==> src/rtl/lane_id_collector_pkg.sv <==
// Shared PCS package for the lane ID collector.
// Holds the default lane count, the ID width, the retry timeout
// and the collector FSM state encodings.
package lane_id_collector_pkg;

  localparam int PCS_N_LANES      = 20;
  localparam int PCS_NB_ID        = $clog2(PCS_N_LANES);
  localparam int ERR_RETRY_CYCLES = 16;

  typedef enum logic [2:0] {
    WAIT_LOCK = 3'd0,
    CAPTURE   = 3'd1,
    CHECK     = 3'd2,
    LOCKED    = 3'd3,
    ERROR     = 3'd4
  } lid_state_e;

  // Physical lane 0 lives in the most significant field of an ID bus.
  function automatic int field_msb(input int lane, input int n_lanes, input int nb_id);
    return (n_lanes - lane) * nb_id - 1;
  endfunction

endpackage

==> src/rtl/lane_id_capture.sv <==
// Per-lane match counter and ID latch.
// Counts AM matches while capture is enabled, saturating at N_CAPTURE_WAIT,
// and latches the ID carried by each counted match. A match whose ID differs
// from the latched one restarts the count at 1 with the new ID.
// Ports:
//   i_clock    clock, rising edge
//   i_reset    asynchronous active-high reset
//   i_clear    synchronous counter clear (has priority over capture)
//   i_capture  qualified capture window
//   i_match    AM match pulse for this lane
//   i_id       decoded ID for this lane
//   o_id       latched ID
//   o_done     counter has reached N_CAPTURE_WAIT
module lane_id_capture
  import lane_id_collector_pkg::*;
#(
  parameter int NB_ID          = PCS_NB_ID,
  parameter int N_CAPTURE_WAIT = 4
) (
  input  logic             i_clock,
  input  logic             i_reset,
  input  logic             i_clear,
  input  logic             i_capture,
  input  logic             i_match,
  input  logic [NB_ID-1:0] i_id,
  output logic [NB_ID-1:0] o_id,
  output logic             o_done
);

  localparam int CNT_W = $clog2(N_CAPTURE_WAIT + 1);
  localparam logic [CNT_W-1:0] CNT_MAX = CNT_W'(N_CAPTURE_WAIT);

  logic [CNT_W-1:0] cnt_q, cnt_d;
  logic [NB_ID-1:0] id_q, id_d;

  always_comb begin
    cnt_d = cnt_q;
    id_d  = id_q;
    if (i_clear) begin
      cnt_d = '0;
    end else if (i_capture && i_match) begin
      if ((cnt_q != '0) && (i_id != id_q)) begin
        // ID changed under us: this match is the first of a new run.
        cnt_d = CNT_W'(1);
        id_d  = i_id;
      end else if (cnt_q != CNT_MAX) begin
        cnt_d = cnt_q + CNT_W'(1);
        id_d  = i_id;
      end
    end
  end

  always_ff @(posedge i_clock or posedge i_reset) begin
    if (i_reset) begin
      cnt_q <= '0;
      id_q  <= '0;
    end else begin
      cnt_q <= cnt_d;
      id_q  <= id_d;
    end
  end

  assign o_id   = id_q;
  assign o_done = (cnt_q == CNT_MAX);

endmodule

==> src/rtl/lane_id_collector.sv <==
// Lane ID collector: waits for AM lock on all lanes, captures a stable
// logical ID per physical lane, then checks the ID set for duplicates and
// out-of-range values before declaring the lane map valid.
//
//   state     | meaning
//   ----------+-----------------------------------------------------------
//   WAIT_LOCK | waiting for every lane to report AM lock
//   CAPTURE   | counting matches per lane until each ID is trusted
//   CHECK     | walking lanes 0..N_LANES-1, building a one-hot seen vector
//   LOCKED    | ID bus complete and clean, o_ids_valid high
//   ERROR     | duplicate/out-of-range ID, retry after a fixed timeout
//
// Ports:
//   i_clock, i_reset            clock and async active-high reset
//   i_enable, i_valid           both high qualifies a cycle; otherwise hold
//   i_am_lock, i_am_match       per-lane lock / match, MSB is lane 0
//   i_am_id                     per-lane decoded ID, lane 0 in MSB field
//   o_logical_rx_ID             latched IDs, lane 0 in MSB field
//   o_ids_valid, o_id_error     LOCKED / ERROR state indications
//   o_reset_order               one-cycle re-arm pulse for the reorder stage
module lane_id_collector
  import lane_id_collector_pkg::*;
#(
  parameter int N_LANES        = PCS_N_LANES,
  parameter int NB_ID          = $clog2(N_LANES),
  parameter int NB_ID_BUS      = N_LANES * NB_ID,
  parameter int N_CAPTURE_WAIT = 4
) (
  input  logic                 i_clock,
  input  logic                 i_reset,
  input  logic                 i_enable,
  input  logic                 i_valid,
  input  logic [N_LANES-1:0]   i_am_lock,
  input  logic [N_LANES-1:0]   i_am_match,
  input  logic [NB_ID_BUS-1:0] i_am_id,
  output logic [NB_ID_BUS-1:0] o_logical_rx_ID,
  output logic                 o_ids_valid,
  output logic                 o_id_error,
  output logic                 o_reset_order
);

  localparam int IDX_W = (N_LANES > 1) ? $clog2(N_LANES) : 1;
  localparam int TMR_W = $clog2(ERR_RETRY_CYCLES);
  localparam logic [IDX_W-1:0] IDX_LAST = IDX_W'(N_LANES - 1);

  lid_state_e           state_q, state_d;
  logic [IDX_W-1:0]     idx_q, idx_d;
  logic [N_LANES-1:0]   seen_q, seen_d;
  logic                 err_q, err_d;
  logic [TMR_W-1:0]     tmr_q, tmr_d;
  logic                 reset_order_q, reset_order_d;

  logic                 qual;
  logic                 lock_all;
  logic                 lock_lost;
  logic                 all_done;
  logic                 cnt_clr;
  logic                 cap_en;
  logic [N_LANES-1:0]   lane_done;
  logic [NB_ID-1:0]     lane_id [N_LANES];
  logic [NB_ID-1:0]     cur_id;
  logic                 id_oor;
  logic                 id_dup;
  logic                 lane_bad;

  assign qual      = i_enable & i_valid;
  assign lock_all  = &i_am_lock;
  assign lock_lost = ~lock_all;
  assign all_done  = &lane_done;

  // Counters start from zero on every capture attempt: they are wiped while
  // idle in WAIT_LOCK and whenever lock is lost elsewhere.
  assign cnt_clr = qual && ((state_q == WAIT_LOCK) || lock_lost);
  assign cap_en  = qual && (state_q == CAPTURE) && lock_all;

  for (genvar g = 0; g < N_LANES; g++) begin : g_lane
    lane_id_capture #(
      .NB_ID          (NB_ID),
      .N_CAPTURE_WAIT (N_CAPTURE_WAIT)
    ) u_capture (
      .i_clock   (i_clock),
      .i_reset   (i_reset),
      .i_clear   (cnt_clr),
      .i_capture (cap_en),
      .i_match   (i_am_match[N_LANES-1-g]),
      .i_id      (i_am_id[field_msb(g, N_LANES, NB_ID) -: NB_ID]),
      .o_id      (lane_id[g]),
      .o_done    (lane_done[g])
    );

    assign o_logical_rx_ID[field_msb(g, N_LANES, NB_ID) -: NB_ID] = lane_id[g];
  end

  assign cur_id   = lane_id[idx_q];
  assign id_oor   = (int'(cur_id) >= N_LANES);
  assign id_dup   = !id_oor && seen_q[cur_id];
  assign lane_bad = id_oor || id_dup;

  always_comb begin
    state_d       = state_q;
    idx_d         = idx_q;
    seen_d        = seen_q;
    err_d         = err_q;
    tmr_d         = tmr_q;
    reset_order_d = 1'b0;

    if (qual) begin
      if ((state_q != WAIT_LOCK) && lock_lost) begin
        state_d       = WAIT_LOCK;
        idx_d         = '0;
        seen_d        = '0;
        err_d         = 1'b0;
        reset_order_d = 1'b1;
      end else begin
        case (state_q)
          WAIT_LOCK: begin
            if (lock_all) begin
              state_d       = CAPTURE;
              reset_order_d = 1'b1;
            end
          end
          CAPTURE: begin
            if (all_done) begin
              state_d = CHECK;
              idx_d   = '0;
              seen_d  = '0;
              err_d   = 1'b0;
            end
          end
          CHECK: begin
            if (lane_bad) begin
              err_d = 1'b1;
            end else begin
              seen_d[cur_id] = 1'b1;
            end
            if (idx_q == IDX_LAST) begin
              idx_d   = '0;
              tmr_d   = TMR_W'(ERR_RETRY_CYCLES - 1);
              state_d = (err_q || lane_bad) ? ERROR : LOCKED;
            end else begin
              idx_d = idx_q + IDX_W'(1);
            end
          end
          LOCKED: begin
          end
          ERROR: begin
            if (tmr_q == '0) begin
              state_d       = WAIT_LOCK;
              reset_order_d = 1'b1;
            end else begin
              tmr_d = tmr_q - TMR_W'(1);
            end
          end
          default: begin
            state_d = WAIT_LOCK;
          end
        endcase
      end
    end
  end

  always_ff @(posedge i_clock or posedge i_reset) begin
    if (i_reset) begin
      state_q       <= WAIT_LOCK;
      idx_q         <= '0;
      seen_q        <= '0;
      err_q         <= 1'b0;
      tmr_q         <= '0;
      reset_order_q <= 1'b0;
    end else begin
      state_q       <= state_d;
      idx_q         <= idx_d;
      seen_q        <= seen_d;
      err_q         <= err_d;
      tmr_q         <= tmr_d;
      reset_order_q <= reset_order_d;
    end
  end

  assign o_ids_valid   = (state_q == LOCKED);
  assign o_id_error    = (state_q == ERROR);
  assign o_reset_order = reset_order_q;

endmodule

==> config.mk <==
export PLATFORM = sky130hd
export DESIGN_NAME = lane_id_collector
export DESIGN_NICKNAME = d
export VERILOG_FILES = /design/src/rtl/lane_id_collector_pkg.sv /design/src/rtl/lane_id_capture.sv /design/src/rtl/lane_id_collector.sv
export SDC_FILE = /design/constraint.sdc
export NUM_CORES = 1
export LEC_CHECK = 0
export CAP_MARGIN = 20
export CORE_MARGIN = 2
export CORE_UTILIZATION = 45
export CTS_CLUSTER_DIAMETER = 30
export CTS_CLUSTER_SIZE = 40
export DETAILED_ROUTE_END_ITERATION = 10
export HOLD_SLACK_MARGIN = 0.03
export PLACE_DENSITY_LB_ADDON = 0.3
export SETUP_SLACK_MARGIN = 0.2
export SLEW_MARGIN = 5
export SYNTH_ARGS = -nofsm -noshare
export SYNTH_HDL_FRONTEND = slang
export SYNTH_SLANG_ARGS = --single-unit
==> constraint.sdc <==
create_clock -name i_clock -period 8.8 [get_ports i_clock]
set_clock_uncertainty 0.2 [all_clocks]
set_input_delay 1.76 -clock i_clock [delete_from_list [all_inputs] [get_ports i_clock]]
set_output_delay 1.76 -clock i_clock [all_outputs]
set_load 0.1 [all_outputs]
======== Yosys cells after proc, flatten, opt, wreduce, memory -nomap -nowiden ========
Cells that the tools add are included.
W data, S select, Z words.
storage, ports and cells
  register bits after elaboration ......... 194
  bits of input ports ..................... 144
  output and inout port bits .............. 103
  logic and storage cells ................. 488
operators by class
  add/sub/neg operators ................... 22
  magnitude comparators ................... 4
  equality and inequality tests ........... 74
  mux-type cells .......................... 154
  bitwise operators ....................... 6
  reduce and logical (&&, ||, !) cells .... 182
operators with widths
  cell                   count
  $mux W3                86
  $mux W5                45
  $reduce_bool A3 Y1     42
  $ne A5 B5 Y1           20
  $reduce_bool A2 Y1     41
  $ne A3 B3 Y1 const B   23
  $eq A3 B3 Y1 const B   21
  $reduce_and A3 Y1      21
  $add A3 B1 Y3 const B  20
  $mux W20               3
  $logic_and A1 B1 Y1    46
  $pmux W20 S2           1
  $reduce_and A2 Y1      20
  $reduce_and A20 Y1     2
  $bmux W5 S5            1
  $or A20 B20 Y20        1
  $pmux W3 S5            1
  $pmux W5 S2            1
  $mux W1                9
  $mux W4                2
  $pmux W4 S2            1
  $reduce_and A4 Y1      2
  $eq A3 B2 Y1 const B   2
  $ge A6 B6 Y1 const B   1
  other kinds (23)       30

======== Depth between registers and ports, before layout ========
Gate-level depths: netlist of the first run.
  depth after elaboration ................. 13
  depth in mapped cells ................... 14
  mapped depth without buffers ............ 10

======== Modules after synthesis ========
From an unflattened synthesis of the first run, not the netlist that was laid out.
second synthesis, totals
  cells, all modules ...................... 1,272
  area, all modules ....................... 12,816.0 sq um
modules (own cells, without submodules)
  module                                      times used  cells each  area an instance (sq um)  seq. area each (sq um)
  lane_id_capture at g_lane[0].u_capture ...  19          47          493.0                     200.2
  lane_id_collector                           1           330         2,954.1                   850.8
  lane_id_capture at g_lane[4].u_capture      1           49          495.5                     200.2

======== Worst setup path after synthesis of the first run ========
No wires, ideal clock.
  path kind ............................... register -> output
  from .................................... reg state_q[1]
  to ...................................... out o_id_error
  arrival time ............................ 2.682 ns
  required time ........................... 6.840 ns
  slack ................................... 4.158 ns
  cell stages (with the launch flop) ...... 3
  buffers on the path ..................... 1
  cell sequence ........................... dfrtp_1 clkbuf_1 nor3_1
between the ends
  longest elaborated chain between the ends .. 1
ends and longest elaborated chain
  item                      line                      source
  start: declaration        lane_id_collector.sv:46   lid_state_e state_q, state_d;
  start signal: assignment  lane_id_collector.sv:171  state_q <= state_d;
  $eq A3 B3 Y1              lane_id_collector.sv:181  assign o_id_error = (state_q == ERROR);
  end: declaration          lane_id_collector.sv:38   output logic o_id_error,
No other way between the ends.

======== Worst setup path in the final report of the first run ========
  from .................................... in i_am_lock[6]
  to ...................................... reg seen_q[17]
between the ends
  longest elaborated chain between the ends .. 5
  elaborated cells between the ends (all ways) .. 8
  those cells by class .................... eq/ne (2); mux (1); bitwise (1); reduce/logical (4)
ends and longest elaborated chain
  item                                            line                      source
  start: declaration                              lane_id_collector.sv:33   input logic [N_LANES-1:0] i_am_lock,
  $reduce_and A20 Y1 *                            lane_id_collector.sv:67   assign lock_all = &i_am_lock;
  $not A1 Y1 *                                    lane_id_collector.sv:68   assign lock_lost = ~lock_all;
  $logic_and A1 B1 Y1 *                           lane_id_collector.sv:108  if ((state_q != WAIT_LOCK) && lock_lost) begin
  $ne A3 B3 Y1 (no line) (tied with other cells)  --
  $reduce_and A4 Y1 (no line)                     --
  end signal: assignment                          lane_id_collector.sv:173  seen_q <= seen_d;
  end: declaration                                lane_id_collector.sv:48   logic [N_LANES-1:0] seen_q, seen_d;
Mark *: on every way between the ends. The rest lies on a longest branch, timed or not.
A chain may end at the register's enable or synchronous reset.

==> metrics.md, run 1 <==
| Metric | Value |
|---|---|
| Status | `completed` |
| Worst-margin pin slew | `1.04 ns` |
| Rel. slew slack | `30.2%` |
| Reg power frac | `48.9%` |
| Area after DPL | `14100 um^2` |
| CP max FO | `13` |
| Resize count post-CTS | `0` |
| CP Cell Sequence | `clkdlybuf4s50_1 -> nand4_1 -> or3_1 -> or2_2 -> o211ai_1 -> nor2_1 -> nor4_1 -> a22o_1` |
| Post-layout util | `58.7%` |
| Maxcap violations | `0` |
| Post-DR wirelength/cell | `18.9 um` |
| R2R cell count | `9` |
| Synthesized net count | `1287` |
| Final period utilization | `55.0%` |
| Area of the core | `25000 um^2` |
| H-Tree Depth | `4` |
| CP delay by family, top | `simple AND/OR/NAND/NOR gates` |
| NetSw | `459 uW` |
| WL final | `31.5 mm` |
| Avg Inst Size Synth | `10.4 um^2` |
| Startpoint Class | `input port` |
| Pin count of the biggest net entering global routing | `115` |
| Sw frac | `24.7%` |
| Slew Viols, Final | `0` |
| Met3 GRT Util | `4.22%` |
| Fmax | `0.207 GHz` |
| Tmin final | `4.84 ns` |
| Ports | `247` |
| Vias in the first global route | `9201` |
| Dpl hpwl | `23.5 mm` |
| Ys async rst share | `100%` |
| Hold WC Path Type | `reg2reg` |
| First-pass GRT wire length | `49.5 mm` |
| Initial drt markers | `763` |
| Cells after synthesis | `1101` |
| Bufs and invs on worst path | `1` |
| P_leak | `0.00666 uW` |
| CTS tree | `done` |
| Inserted Diodes | `0` |
| Clock Latency Late Sink | `0.43 ns` |
| Origin of the critical flop-to-flop path | `idx_q[0]` |
| Logic pwr share | `11.2%` |
| Total GRT Usage | `23.9%` |
| Die ar. | `26700 um^2` |
| Synth cell types | `56` |
| Vias per cell | `5.59` |
| Clock power share | `40.0%` |
| Number of synthesized register bits | `194` |
| Initial antenna violation count | `0` |
| Critical path type | `in2reg` |
| Gpl congestion | `0.886` |
| Layout cells sized above 1 | `12.4%` |
| HP Start | `seen_q[6]` |
| Final setup viols | `0` |
| Area of the mapped netlist | `11400 um^2` |
| Clk root buf | `clkbuf_16` |
| Hold Buf Count CTS | `0` |
| Via count | `9314` |
| Final Hold Vio Count | `0` |
| Clk slew on worst S/H paths | `0.07 ns` |
| First-pass DRT Iterations | `6` |
| Final instance area | `14700 um^2` |
| Placement Setup Slack | `3.57 ns` |
| Cell taking the most area after synthesis | `dfrtp_1` |
| Drt drc | `0` |
| Worst EP arrival | `5.01 ns` |
| Final setup TNS | `0 ns` |
| Fin nets | `1509` |
| Final worst slack | `3.96 ns` |
| Top cells by area, synth | `dfrtp_1, mux2_2, ha_1` |
| Die height | `163 um` |
| Antenna-violating nets left | `0` |
| Synth Flop Type | `dfrtp_1` |
| Die width | `163 um` |
| Hold EP | `seen_q[6]` |
| Busiest layer in global routing | `met2` |
| Worst Path Required | `8.97 ns` |
| I/O Buffers | `246` |
| CTS Buf Count | `17` |
| Clock Path Buffers | `2` |
| R2R Setup Slk | `4.75 ns` |
| Yosys Warn Count | `0` |
| FP Rows | `58` |
| Largest stage delay, worst path | `0.75 ns` |
| Sequential area share after synthesis | `42.4%` |
| Int Power | `1400 uW` |
| RSZ-0062 raised after global routing | `false` |
| RR Endpoint | `state_q[0]` |
| Post-synth top area share | `42.4%` |
| Hold Crit Depth | `1` |
| Routing usage on met2 | `40.3%` |
| Power Density | `127 nW/um^2` |
| Crit-path slowest cell | `o211ai_1` |
| Maximum vdd drop | `0.0000981 V` |
| Post-CTS Setup Repair Bufs | `0` |
| Synth-to-layout area growth | `28.5%` |
| Clk sinks | `194` |
| Endpoint class of the critical path | `register` |
| EDFF count, synth | `0` |
| Met1 usage | `31.1%` |
| Gr ovfl total | `0` |
| Starting Density | `45.7%` |
routing by layer:
| metal | part of all wire [%] | vias to the layer above |
|---|---|---|
| met3 | 5.1 | 46 |
| li1 | - | 4386 |
| met2 | 50 | 267 |
| met4 | 2.6 | 0 |
| met5 | 0 | - |
| met1 | 42 | 4615 |
area by class of cell:
type                    count  area [um^2]
fillers                  2130        10300
multi-input cells         795         6110
flip-flops and latches    194         4860
repair buffers            252         2530
clock buffers              23          468
well taps                 330          413
inverters                  63          244
clock inverters             8         81.3
cells in the mapped netlist (all sizes together), types with 7 or more instances:
cell type and number:
ha 42, mux2 101, xnor2 40, nor2 44
nand2b 7, o211a 19, a32o 13, nand4 11
nor3 30, nor2b 23, o31ai 22, clkbuf 34
a21oi 53, nand3 45, o21ai 64, a22o 10
nor4 8, nand2 75, mux4 15, mux2i 26
xor2 60, inv 63, and2 28, buf 15
dfrtp 194
placed cells by master, fill, tap and decap left out, types with 17 or more instances in the layout:
cell type        synthesis  routed
nand3_1                 45      45
mux2i_1                 26      26
clkbuf_16                0      17
xor2_1                  60      60
xnor2_1                 40      40
and2_1                  27      27
clkdlybuf4s50_1          0     246
dfrtp_1                194     193
o211a_1                 19      19
nor3_1                  30      30
nor2_1                  43      43
o31ai_1                 22      22
nand2_1                 75      75
mux2_2                 101     101
ha_1                    42      42
o21ai_0                 62      62
nor2b_1                 23      23
inv_1                   63      62
a21oi_1                 53      52
worst max path at each step:
stage,startpoint,to,slack (ns),cells past startpoint
after global placement,i_am_lock[6],seen_q[18],3.61,8
after detailed placement,i_am_lock[6],seen_q[17],3.57,8
after global routing,i_am_lock[0],seen_q[19],3.70,9
final,i_am_lock[6],seen_q[17],3.96,8
after floorplan,i_reset,err_q,1.56,1
after CTS,i_am_lock[6],seen_q[17],4.02,8
worst register-to-register path: stages (launching register included):
cell and delay [ns]:
dfrtp_2 0.59, buf_4 0.52, mux4_2 0.65, and2_4 0.20
a31oi_4 0.26, nand2_1 0.33, mux2_2 0.38, o211ai_1 0.24
nand4_1 0.28, o31ai_1 0.31
power groups by stage:
stage	combinational [uW]	sequential (uW)	clock [uW]
after CTS	208	909	757
final	208	910	744
after floorplan	112	925	0
after global placement	203	926	0
after detailed placement	206	926	0
after global routing	228	910	789
metrics by stage:
stage | hold slack [ns] | cells | power, uW
after detailed placement | 0.273 | 1633 | 1130
after global placement | 0.264 | 1633 | 1130
final | 0.284 | 1665 | 1860
after CTS | 0.288 | 1664 | 1870
after global routing | 0.309 | 1665 | 1930
after floorplan | 0.242 | 1101 | 1040
logic make-up after synthesis:
| family | count (synthesis) | synth area share [%] |
|---|---|---|
| and+or+nand+nor | 288 | 12.5 |
| adders and majority gates | 42 | 4.59 |
| DFF | 194 | 42.4 |
| buffers and inverters | 112 | 4.31 |
| AOI/OAI and AO/OA | 223 | 13.3 |
| muxes | 142 | 15.2 |
| xor gates and xnor gates | 100 | 7.66 |
flip-flops by register name, indices dropped and copies added (netlist names):
signal                  count
err_q                       1
g_lane.u_capture.cnt_q     60
g_lane.u_capture.o_id     100
idx_q                       5
o_reset_order               1
seen_q                     20
state_q                     3
tmr_q                       4
Note: power is estimated with default switching activity, not from simulation.
==> run 2, diff against run 1 <==
clock period = 4.1 ns   (was 8.8 ns; I/O delays follow)
==> run 2 against run 1 <==
  * First-iteration DRC count down 27%
  * Largest power group unchanged
  * Highest routed layer unchanged
  * Via count is essentially flat
  * Wire length grew 0.51%
  * Critical path type unchanged
  * Critical endpoint is now seen_q[19]
  * Core utilization grew 0.72 points
==> metrics.md, run 2 (same netlist as run 1, synthesis figures left out) <==
| Metric | Value |
|---|---|
| Status | `completed` |
| Hold Crit Depth | `1` |
| Number of cells on the critical path | `8` |
| Crit-path slowest cell | `nor4_1` |
| Clk sinks | `194` |
| Clk root buf | `clkbuf_16` |
| Fmax | `0.278 GHz` |
| Gpl congestion | `0.907` |
| Final setup viols | `0` |
| Maximum vdd drop | `0.000237 V` |
| Critical Path Start | `i_am_lock[19]` |
| Hold Buf Count CTS | `0` |
| CTS tree | `done` |
| Clock Latency Late Sink | `0.44 ns` |
| Most frequent cells in the layout | `clkdlybuf4s50_1, dfrtp_1, mux2_2` |
| Resize count post-CTS | `0` |
| Most common cell after layout, fill and taps aside | `clkdlybuf4s50_1` |
| Multi-input gate area | `6110 um^2` |
| RR Endpoint | `seen_q[14]` |
| NetSw | `1010 uW` |
| Via count | `9323` |
| Drt drc | `0` |
| Startpoint Class | `input port` |
| Fillers | `2070` |
| Die ar. | `26700 um^2` |
| First-pass GRT wire length | `49.3 mm` |
| Vias per cell | `5.55` |
| Final instance area | `14900 um^2` |
| Antenna-violating nets left | `0` |
| CP Cell Sequence | `clkdlybuf4s50_1 -> nand4_1 -> or3_1 -> or2_2 -> o211ai_1 -> nor2_1 -> nor4_1 -> a22o_1` |
| H-Tree Depth | `4` |
| Pin count of the biggest net entering global routing | `52` |
| Hold WC Path Type | `reg2reg` |
| Clk slew on worst S/H paths | `0.07 ns` |
| Final period utilization | `87.7%` |
| RSZ-0062 raised after global routing | `false` |
| Gr ovfl total | `0` |
| Vias in the first global route | `9190` |
| Post-DR wirelength/cell | `18.8 um` |
| CTS Buf Count | `17` |
| Final setup TNS | `0 ns` |
| Register area | `4860 um^2` |
| Critical path endpoint | `seen_q[19]` |
| Rel. slew slack | `28.5%` |
| Dpl hpwl | `24.4 mm` |
| CP max FO | `9` |
| Slew Viols, Final | `0` |
| Post-CTS Setup Repair Bufs | `0` |
| Worst-margin pin slew | `1.07 ns` |
| Final worst slack | `0.503 ns` |
| First-pass DRT Iterations | `7` |
| Final Hold Vio Count | `0` |
| P_leak | `0.00678 uW` |
| WL final | `31.6 mm` |
| Int Power | `3110 uW` |
| Ports | `247` |
| Clock power share | `41.6%` |
| I/O Buffers | `246` |
| Worst Path Required | `4.27 ns` |
| Endpoint class of the critical path | `register` |
| Critical path type | `in2reg` |
| Die width | `163 um` |
| CP delay by family, top | `simple AND/OR/NAND/NOR gates` |
| Number of flip-flops in the largest register | `100` |
| Worst EP arrival | `3.77 ns` |
| Origin of the critical flop-to-flop path | `g_lane[17].u_capture.cnt_q[0]` |
| Sw frac | `24.5%` |
| Starting Density | `45.7%` |
| Initial antenna violation count | `1` |
| Largest stage delay, worst path | `0.64 ns` |
| FP Rows | `58` |
| Placement Setup Slack | `0.0977 ns` |
| Power Density | `277 nW/um^2` |
| Bufs and invs on worst path | `1` |
| Area after DPL | `14300 um^2` |
| R2R Setup Slk | `0.60 ns` |
| Logic pwr share | `11.1%` |
| Layout cells sized above 1 | `13.6%` |
| Synth-to-layout area growth | `30.1%` |
| Tmin final | `3.60 ns` |
| Initial drt markers | `556` |
| Reg power frac | `47.3%` |
| Total GRT Usage | `23.9%` |
| Die height | `163 um` |
| Clock Path Buffers | `2` |
| R2R cell count | `10` |
| Maxcap violations | `0` |
| Fin nets | `1523` |
| Area of the core | `25000 um^2` |
==> run 2: cell types whose count changed in the layout (fill, tap and decap cells not counted) <==
cell,delta
buf_12,+5
buf_16,-1
buf_4,+12
bufinv_16,+2
clkbuf_1,-2
clkbuf_8,-2
clkdlybuf4s50_1,-2
clkinv_2,+2
clkinv_4,+1
clkinvlp_4,-3
diode_2,+1
inv_6,+3
inv_8,-1
==> run 2: metal layers <==
metal	up-vias	routed length [um]	GRT usage (%)
met5	-	0	0
met4	0	871	8.09
met3	50	1800	5.38
met2	272	15600	39.9
met1	4589	13400	30.6
li1	4412	-	-
==> run 2: layout make-up <==
class / count / area share (%)
inverters: 63 / 1.61
well taps: 330 / 2.77
clock buffers: 19 / 2.91
repair buffers: 266 / 17.9
clock inverters: 12 / 1.05
diodes: 1 / 0.0168
flip-flops and latches: 194 / 32.6
multi-input cells: 795 / 41.1
==> run 2: worst min-delay path by stage <==
stage | start | to | slack [ns]
2_1_floorplan | seen_q[14] | seen_q[14] | 0.24
5_1_grt | seen_q[2] | seen_q[2] | 0.31
3_5_place_dp | seen_q[10] | seen_q[10] | 0.28
6_report | seen_q[2] | seen_q[2] | 0.29
3_3_place_gp | seen_q[10] | seen_q[10] | 0.27
4_1_cts | seen_q[10] | seen_q[10] | 0.29
==> run 2: power by group through the flow <==
| stage | logic, uW | clock network, uW | registers, uW |
|---|---|---|---|
| after detailed placement | 459 | 0 | 1990 |
| after floorplan | 240 | 0 | 1990 |
| final | 456 | 1710 | 1950 |
| after global routing | 498 | 1820 | 1950 |
| after CTS | 461 | 1740 | 1950 |
| after global placement | 454 | 0 | 1990 |
==> run 2: through the flow <==
step                      std cells  hold WS, ns  total power (uW)  utilization [%]
after global routing           1679        0.315              4270             59.4
after global placement         1648        0.270              2440             57.1
after detailed placement       1648        0.277              2450             57.1
after floorplan                1101        0.242              2230                -
after CTS                      1679        0.292              4150             59.4
final                          1680        0.295              4120             59.4
==> run 3, diff against run 2 <==
GPL_TIMING_DRIVEN = 1   (was unset)
==> results of run 3 <==
Same layout as run 2: the final DEF is identical, and so are final timing and power.
